`src/rtl/scroll_frame_gen.sv`:
```
// Scrolling-text frame generator: renders one 8x8 bitmap per scroll step from a
// small message RAM and a built-in font, and hands it downstream over valid/ready.
module scroll_frame_gen #(
  parameter int MSG_DEPTH = 16
) (
  input  logic        clk,
  input  logic        reset,
  input  logic        msg_we,
  input  logic [3:0]  msg_waddr,
  input  logic [3:0]  msg_wdata,
  input  logic [4:0]  msg_len,
  input  logic        run,
  input  logic        frame_ready,
  output logic        frame_valid,
  output logic [63:0] frame_data,
  output logic        frame_last
);

  typedef enum logic [2:0] {
    IDLE,
    FETCH,
    BUILD,
    PRESENT,
    ADVANCE
  } state_t;

  state_t      state_q, state_d;
  logic [2:0]  shift_q, shift_d;
  logic [3:0]  idx_q, idx_d;
  logic [4:0]  len_q, len_d;
  logic [3:0]  code_a_q, code_a_d;
  logic [3:0]  code_b_q, code_b_d;
  logic [2:0]  row_q, row_d;
  logic        frame_valid_q, frame_valid_d;
  logic [63:0] frame_data_q, frame_data_d;
  logic        frame_last_q, frame_last_d;

  logic [3:0]  ram_q [MSG_DEPTH];

  logic [4:0]  len_clamp;
  logic [3:0]  idx_fetch;
  logic [3:0]  idx_fetch_next;
  logic [3:0]  idx_adv_next;
  logic [15:0] pair_shifted;
  logic [7:0]  row_byte;
  logic [5:0]  row_base;

  // Rows 1..6 of each glyph packed MSB-first; rows 0 and 7 are always blank.
  function automatic logic [7:0] font_row(input logic [3:0] code, input logic [2:0] row);
    logic [47:0] glyph;
    case (code)
      4'd1:    glyph = 48'h606c766666e6;
      4'd2:    glyph = 48'h0078ccfcc078;
      4'd3:    glyph = 48'h303030303078;
      4'd4:    glyph = 48'h0078cccccc78;
      default: glyph = 48'h0;
    endcase
    if (row == 3'd0 || row == 3'd7) begin
      font_row = 8'h00;
    end else begin
      font_row = glyph[{3'd6 - row, 3'b000} +: 8];
    end
  endfunction

  always_ff @(posedge clk) begin
    if (reset) begin
      for (int i = 0; i < MSG_DEPTH; i++) begin
        ram_q[i] <= '0;
      end
    end else if (msg_we) begin
      ram_q[msg_waddr] <= msg_wdata;
    end
  end

  always_comb begin
    len_clamp = msg_len;
    if (msg_len == 5'd0) begin
      len_clamp = 5'd1;
    end else if (msg_len > 5'(MSG_DEPTH)) begin
      len_clamp = 5'(MSG_DEPTH);
    end
    idx_fetch      = ({1'b0, idx_q} >= len_clamp) ? 4'd0 : idx_q;
    idx_fetch_next = ({1'b0, idx_fetch} + 5'd1 == len_clamp) ? 4'd0 : idx_fetch + 4'd1;
    idx_adv_next   = ({1'b0, idx_q} + 5'd1 == len_q) ? 4'd0 : idx_q + 4'd1;
    // The upper byte of {A,B}<<shift is exactly (A<<shift)|(B>>(8-shift)).
    pair_shifted   = {font_row(code_a_q, row_q), font_row(code_b_q, row_q)} << shift_q;
    row_byte       = pair_shifted[15:8];
    row_base       = {3'd7 - row_q, 3'b000};
  end

  always_comb begin
    state_d       = state_q;
    shift_d       = shift_q;
    idx_d         = idx_q;
    len_d         = len_q;
    code_a_d      = code_a_q;
    code_b_d      = code_b_q;
    row_d         = row_q;
    frame_valid_d = frame_valid_q;
    frame_data_d  = frame_data_q;
    frame_last_d  = frame_last_q;
    case (state_q)
      IDLE: begin
        if (run) begin
          state_d = FETCH;
        end
      end
      FETCH: begin
        len_d    = len_clamp;
        idx_d    = idx_fetch;
        code_a_d = ram_q[idx_fetch];
        code_b_d = ram_q[idx_fetch_next];
        row_d    = 3'd1;
        state_d  = BUILD;
      end
      BUILD: begin
        frame_data_d[row_base +: 8] = row_byte;
        if (row_q == 3'd6) begin
          frame_valid_d = 1'b1;
          frame_last_d  = (shift_q == 3'd7) && ({1'b0, idx_q} == len_q - 5'd1);
          state_d       = PRESENT;
        end else begin
          row_d = row_q + 3'd1;
        end
      end
      PRESENT: begin
        // The frame stays on offer even if run drops; only a handshake retires it.
        if (frame_ready) begin
          frame_valid_d = 1'b0;
          state_d       = ADVANCE;
        end
      end
      ADVANCE: begin
        if (shift_q == 3'd7) begin
          shift_d = 3'd0;
          idx_d   = idx_adv_next;
        end else begin
          shift_d = shift_q + 3'd1;
        end
        state_d = run ? FETCH : IDLE;
      end
      default: begin
        state_d = IDLE;
      end
    endcase
  end

  always_ff @(posedge clk) begin
    if (reset) begin
      state_q       <= IDLE;
      shift_q       <= '0;
      idx_q         <= '0;
      len_q         <= 5'd1;
      code_a_q      <= '0;
      code_b_q      <= '0;
      row_q         <= '0;
      frame_valid_q <= 1'b0;
      frame_data_q  <= '0;
      frame_last_q  <= 1'b0;
    end else begin
      state_q       <= state_d;
      shift_q       <= shift_d;
      idx_q         <= idx_d;
      len_q         <= len_d;
      code_a_q      <= code_a_d;
      code_b_q      <= code_b_d;
      row_q         <= row_d;
      frame_valid_q <= frame_valid_d;
      frame_data_q  <= frame_data_d;
      frame_last_q  <= frame_last_d;
    end
  end

  assign frame_valid = frame_valid_q;
  assign frame_data  = frame_data_q;
  assign frame_last  = frame_last_q;

endmodule
```
`config.mk`:
```
export PLATFORM = sky130hd
export DESIGN_NAME = scroll_frame_gen
export DESIGN_NICKNAME = d
export VERILOG_FILES = /design/src/rtl/scroll_frame_gen.sv
export SDC_FILE = /design/constraint.sdc
export NUM_CORES = 1
export LEC_CHECK = 0
export CORE_MARGIN = 4
export CORE_UTILIZATION = 30
export DETAILED_ROUTE_END_ITERATION = 8
export SLEW_MARGIN = 20
export SYNTH_ARGS = -nofsm -noshare
export SYNTH_HDL_FRONTEND = slang
export SYNTH_SLANG_ARGS = --single-unit
```
`constraint.sdc`:
```
create_clock -name clk -period 10.75 [get_ports clk]
set_input_delay 2.15 -clock clk [delete_from_list [all_inputs] [get_ports clk]]
set_output_delay 2.15 -clock clk [all_outputs]
set_load 0.03 [all_outputs]
```
-- Word level (Yosys, flattened, before mapping)
Memory sizes are Yosys's and may differ from the RTL's. A register that Yosys moved wholly into a read port is not among the register bits.
Cells that the tools add are included.
- register bits after elaboration: 84
- memory bits (writable): 64
- logic and storage cells: 94
- memories: 1
- memories (memory ; depth ; width ; read ports ; clocked after memory_dff ; write ports ; RTL line ; text):
    ram_q ; 16 ; 4 ; 2 ; 2 ; 16 ; 38 ; logic [3:0] ram_q [MSG_DEPTH];
- add/subtract/negate cells: 10
- $lt $le $gt $ge: 2
- eq/ne operators: 23
- shift operators: 5
- muxes and demuxes: 31
- reductions and logical operators: 14
- operator list (operator ; number):
    47-bit one-hot mux with 4 select lines ; 2
    48-bit by 7-bit indexed part select with 8-bit output ; 2
    64-bit bitwise mux ; 1
    8-bit by 8-bit variable shift with 64-bit output, first input constant ; 1
    8-bit by 8-bit indexed part select with 64-bit output ; 1
    4-bit two-way mux ; 6
    4-bit by 2-bit equality test with 1-bit output, second input constant ; 4
    8-bit two-way mux ; 2
    16-bit by 3-bit << shifter with 16-bit output ; 1
    3-bit two-way mux ; 5
    3-bit one-hot mux with 5 select lines ; 1
    3-bit equality test, second input constant ; 4
    4-bit by 1-bit adder with 5-bit output, second input constant ; 2
    5-bit equality test ; 2
    5-bit two-way mux ; 2
    2-bit inequality test, second input constant ; 5
    1-bit two-way mux ; 9
    4-bit by 1-bit adder with 4-bit output, second input constant ; 2
    4-bit by 1-bit equality test with 1-bit output, second input constant ; 2
    4-bit by 3-bit equality test with 1-bit output, second input constant ; 2
    6-bit negation with 8-bit output ; 1
    4-bit one-hot mux with 2 select lines ; 1
    3-bit by 1-bit adder with 3-bit output, second input constant ; 2
    3-bit by 2-bit equality test with 1-bit output, second input constant ; 2
    other kinds (16) ; 23

-- Logic depth before layout (Yosys ltp)
- word-level depth: 8
- depth in mapped cells: 21

-- Least setup slack after synthesis
Ideal clock, no wire load.
- path kind: in2reg
- from: input msg_len[4]
- to: register code_b_q[1], read port of ram_q
- arrival time: 6.172 ns
- data required time: 10.616 ns
- setup slack: 4.444 ns
- stages on the path: 20
- buffers on the path: 4
- cell sequence: buf_2 clkinv_1 o21a_1 ha_1 nand2b_1 a211oi_1 o21bai_1 inv_1 buf_2 buf_2 buf_4 ha_1 nor3b_1 o211ai_1 a211o_1 o211a_1 o21ai_4 mux2_4 a211oi_2 o221ai_1
- word-level cells in the longest chain between the ends: 8
- ends and longest elaborated chain (element ; RTL line ; text):
    start: declaration ; 11 ; input logic [4:0] msg_len,
    5-bit greater-than comparator ; 79 ; end else if (msg_len > 5'(MSG_DEPTH)) begin
    5-bit two-way mux ; 79 ;
    5-bit two-way mux * ; 77 ; if (msg_len == 5'd0) begin
    named net len_clamp[0] ; 40 ; logic [4:0] len_clamp;
    4-bit by 5-bit greater-or-equal comparator with 1-bit output ; 82 ; idx_fetch = ({1'b0, idx_q} >= len_clamp) ? 4'd0 : idx_q;
    4-bit two-way mux ; 82 ;
    4-bit by 1-bit adder with 5-bit output ; 83 ; idx_fetch_next = ({1'b0, idx_fetch} + 5'd1 == len_clamp) ? 4'd0 : idx_fetch + 4'd1;
    5-bit equality test ; 83 ;
    4-bit two-way mux * ; 83 ;
    end: declaration ; 32 ; logic [3:0] code_b_q, code_b_d;
Mark *: on every way through the listed nets, which the timed path passes. The rest lies on a longest branch.
A chain may end at the register's enable or synchronous reset.

-- Final worst setup path
Same ends and word-level chain as after synthesis.

==> impl_metrics.env <==
export IMPL_max_slew_margin_pct=30.1
export IMPL_grt_pass1_wl_mm=37.4
export IMPL_path_cells="clkdlybuf4s50_1 -> clkinv_1 -> o21a_1 -> ha_1 -> nand2b_1 -> a211oi_1 -> o21bai_1 -> buf_4 -> inv_1 -> ha_1 -> xnor2_1 -> o211ai_1 -> a211o_1 -> o211a_1 -> o21ai_4 -> mux2_4 -> a211oi_2 -> o221ai_1"
export IMPL_ys_async_sr_fraction_pct=0
export IMPL_synth_top_cell_area_share_pct=22.0
export IMPL_viasPerCell=5.21
export IMPL_startpoint="msg_len[4]"
export IMPL_yosysTopAreaCell="edfxtp_1"
export IMPL_finalPower_mw=1.37
export IMPL_grt_max_degree=65
export IMPL_finalHoldViolCount=0
export IMPL_yosysSeqAreaShare_pct=43.0
export IMPL_power_leakage_nw=3.58
export IMPL_vias=7367
export IMPL_placeableCoreArea_um2=28800
export IMPL_crit_family="compound AO/OA/AOI/OAI gates"
export IMPL_cts_hold_buf=0
export IMPL_irDropWorstVdd_mv=0.0838
export IMPL_die_y_um=179
export IMPL_syn_to_final_growth_pct=19.4
export IMPL_io_pins=84
export IMPL_period_needed_ps=7680
export IMPL_hpwlAfterDp_mm=17.1
export IMPL_synth_compound_area_share_pct=19.1
export IMPL_ys_warn_count=0
export IMPL_synth_fa_ha_area_share_pct=2.29
export IMPL_grt_usage_pct=14.7
export IMPL_fin_nets=1050
export IMPL_clkSlewWorstSetupHoldPaths_ps=70
export IMPL_ys_types=76
export IMPL_synth_xor_area_share_pct=1.20
export IMPL_start_util_pct=30.4
export IMPL_cts_made_buffers=17
export IMPL_final_util_pct=36.3
export IMPL_slew_viol_final=0
export IMPL_drc=0
export IMPL_worstHoldStart="frame_data[18]"
export IMPL_synth_edf_count=64
export IMPL_drt_iter0_drc=528
export IMPL_overflow=0
export IMPL_ys_ff_latch=156
export IMPL_clock_sinks=156
export IMPL_postCtsSetupBuffers=0
export IMPL_ant_nets=0
export IMPL_hp_class="reg2reg"
export IMPL_layout_drive_gt1_share_pct=9.04
export IMPL_powerDensity_nw_per_um2=131
export IMPL_synthMuxAreaShare_pct=7.35
export IMPL_post_cts_resized=0
export IMPL_synth_top_family_by_area="simple AND/OR/NAND/NOR gates"
export IMPL_dieWidth_um=179
export IMPL_fmax_mhz=130
export IMPL_cts_max_path_buffers=2
export IMPL_layout_commonest_cell="nand2_1"
export IMPL_worstMarginPinSlew_ps=1050
export IMPL_period_share_pct=71.4
export IMPL_rows=62
export IMPL_worstPathRequired_ps=11040
export IMPL_synth_simple_area_share_pct=23.4
export IMPL_critPathMaxFanout=30
export IMPL_rsz0062_at_grt="no"
export IMPL_syn_avg_cell_area_um2=9.03
export IMPL_finalSetupViolations=0
export IMPL_mostFrequentLayoutCells="114 x nand2_1, 92 x dfxtp_1, 84 x and2_1"
export IMPL_crit_path_max_incr_delay_ps=740
export IMPL_ys_flop_type="dfxtp_1"
export IMPL_syn_num_nets=1004
export IMPL_worstSetupPathType="in2reg"
export IMPL_dr_pass1_iters=5
export IMPL_die_area_um2=32000
export IMPL_r2r_start="idx_q[0]"
export IMPL_grt_pass1_vias=6795
export IMPL_r2r_slack_ps=4730
export IMPL_antenna_found_initial=0
export IMPL_port_buffers=83
export IMPL_setup_tns_ps=0
export IMPL_cts_tree="yes"
export IMPL_cts_htree_levels=4
export IMPL_finalClockSkew_ps=13.6
export IMPL_netlist_area_um2=8750
export IMPL_crit_top_cell="ha_1"
export IMPL_worstSetupStartpointType="primary input"
export IMPL_diodes=0
export IMPL_cp_slowest_cell="ha_1"
export IMPL_synthTopCellsByArea="edfxtp_1 22%, dfxtp_1 21%, and2_1 6.0%"
export IMPL_worst_setup_path_end_kind="flip-flop"
export IMPL_syn_inst=970
export IMPL_max_cap_violations=0
export IMPL_arrival_ps=7970
export IMPL_wl_per_cell_um=16.8
export IMPL_routed_wl_mm=23.8
export IMPL_cts_root_buf="clkbuf_16"
export IMPL_status="finished clean"
export IMPL_crit_buf_inv=4
export IMPL_clkLatencyLatePin_ps=430
export IMPL_globalplace_congestion=0.894
==> final cells by class <==
cell class / instances / area, um2
clock buffers: 17 / 425
clock inverters: 15 / 170
fillers: 2883 / 18300
inverters: 18 / 67.6
multi-input cells: 734 / 4670
flip-flops and latches: 156 / 3760
well taps: 384 / 480
repair buffers: 89 / 871
==> flip-flops by register name, summed over array words and instances, names as in the netlist, 4 cells and up <==
signal / count
code_a_q: 4
code_b_q: 4
frame_data: 64
idx_q: 4
len_q: 5
ram_q: 64
==> final timing paths <==
path | depth (start not counted) | endpoint
worst min register to register | 2 | frame_data[18]
worst max register to register | 16 | code_b_q[1]
worst max-delay path | 18 | code_b_q[1]
worst min-delay path | 2 | frame_data[18]
==> cell usage after synthesis, types with 9 or more instances <==
cell,n
nand2_1,114
dfxtp_1,92
and2_1,84
nor2_1,79
o21ai_0,66
edfxtp_1,64
clkbuf_1,50
a21oi_1,49
mux2i_1,29
nor3_1,29
nand3_1,25
a211oi_1,20
a31oi_1,18
or2_2,18
inv_1,17
nand2b_1,17
ha_1,16
mux4_2,10
a22oi_1,9
mux2_2,9
==> worst register-to-register path, stage by stage (launching register included) <==
cell and delay, ps:
dfxtp_1 1020, inv_1 260, ha_1 360, nand2b_1 230, a211oi_1 360, o21bai_1 120
buf_4 210, inv_1 730, ha_1 750, xnor2_1 220, o211ai_1 120, a211o_1 240
o211a_1 250, o21ai_4 310, mux2_4 330, a211oi_2 210, o221ai_1 160
==> per-layer routing <==
layer | track usage, % | vias to the layer above | wire (um)
met2 | 24.0 | 229 | 11200
met4 | 4.73 | 0 | 537
li1 | - | 3627 | -
met3 | 3.04 | 45 | 1270
met1 | 19.4 | 3466 | 10800
met5 | 0 | - | 0
==> stage by stage <==
stage	area (um2)	worst slack (ps)	cells	hold WS [ps]
2_1_floorplan	8750	4440	970	470
3_3_place_gp	9860	2830	1381	434
6_report	10500	3070	1413	454
3_5_place_dp	9860	2690	1381	442
5_1_grt	10500	2600	1413	473
4_1_cts	10500	3160	1413	459
==> power breakdown <==
group | switching, mW | internal [mW] | total [mW]
combinational | 0.0714 | 0.0433 | 0.115
sequential | 0.0231 | 0.634 | 0.657
clock | 0.289 | 0.313 | 0.601
==> logic make-up after synthesis <==
logic type	Yosys count
compound gates	247
xor+xnor	12
fa+ha+maj	16
buf+inv	80
flops	156
mux	50
simple gates	409
Power figures use the tool's default switching activity.
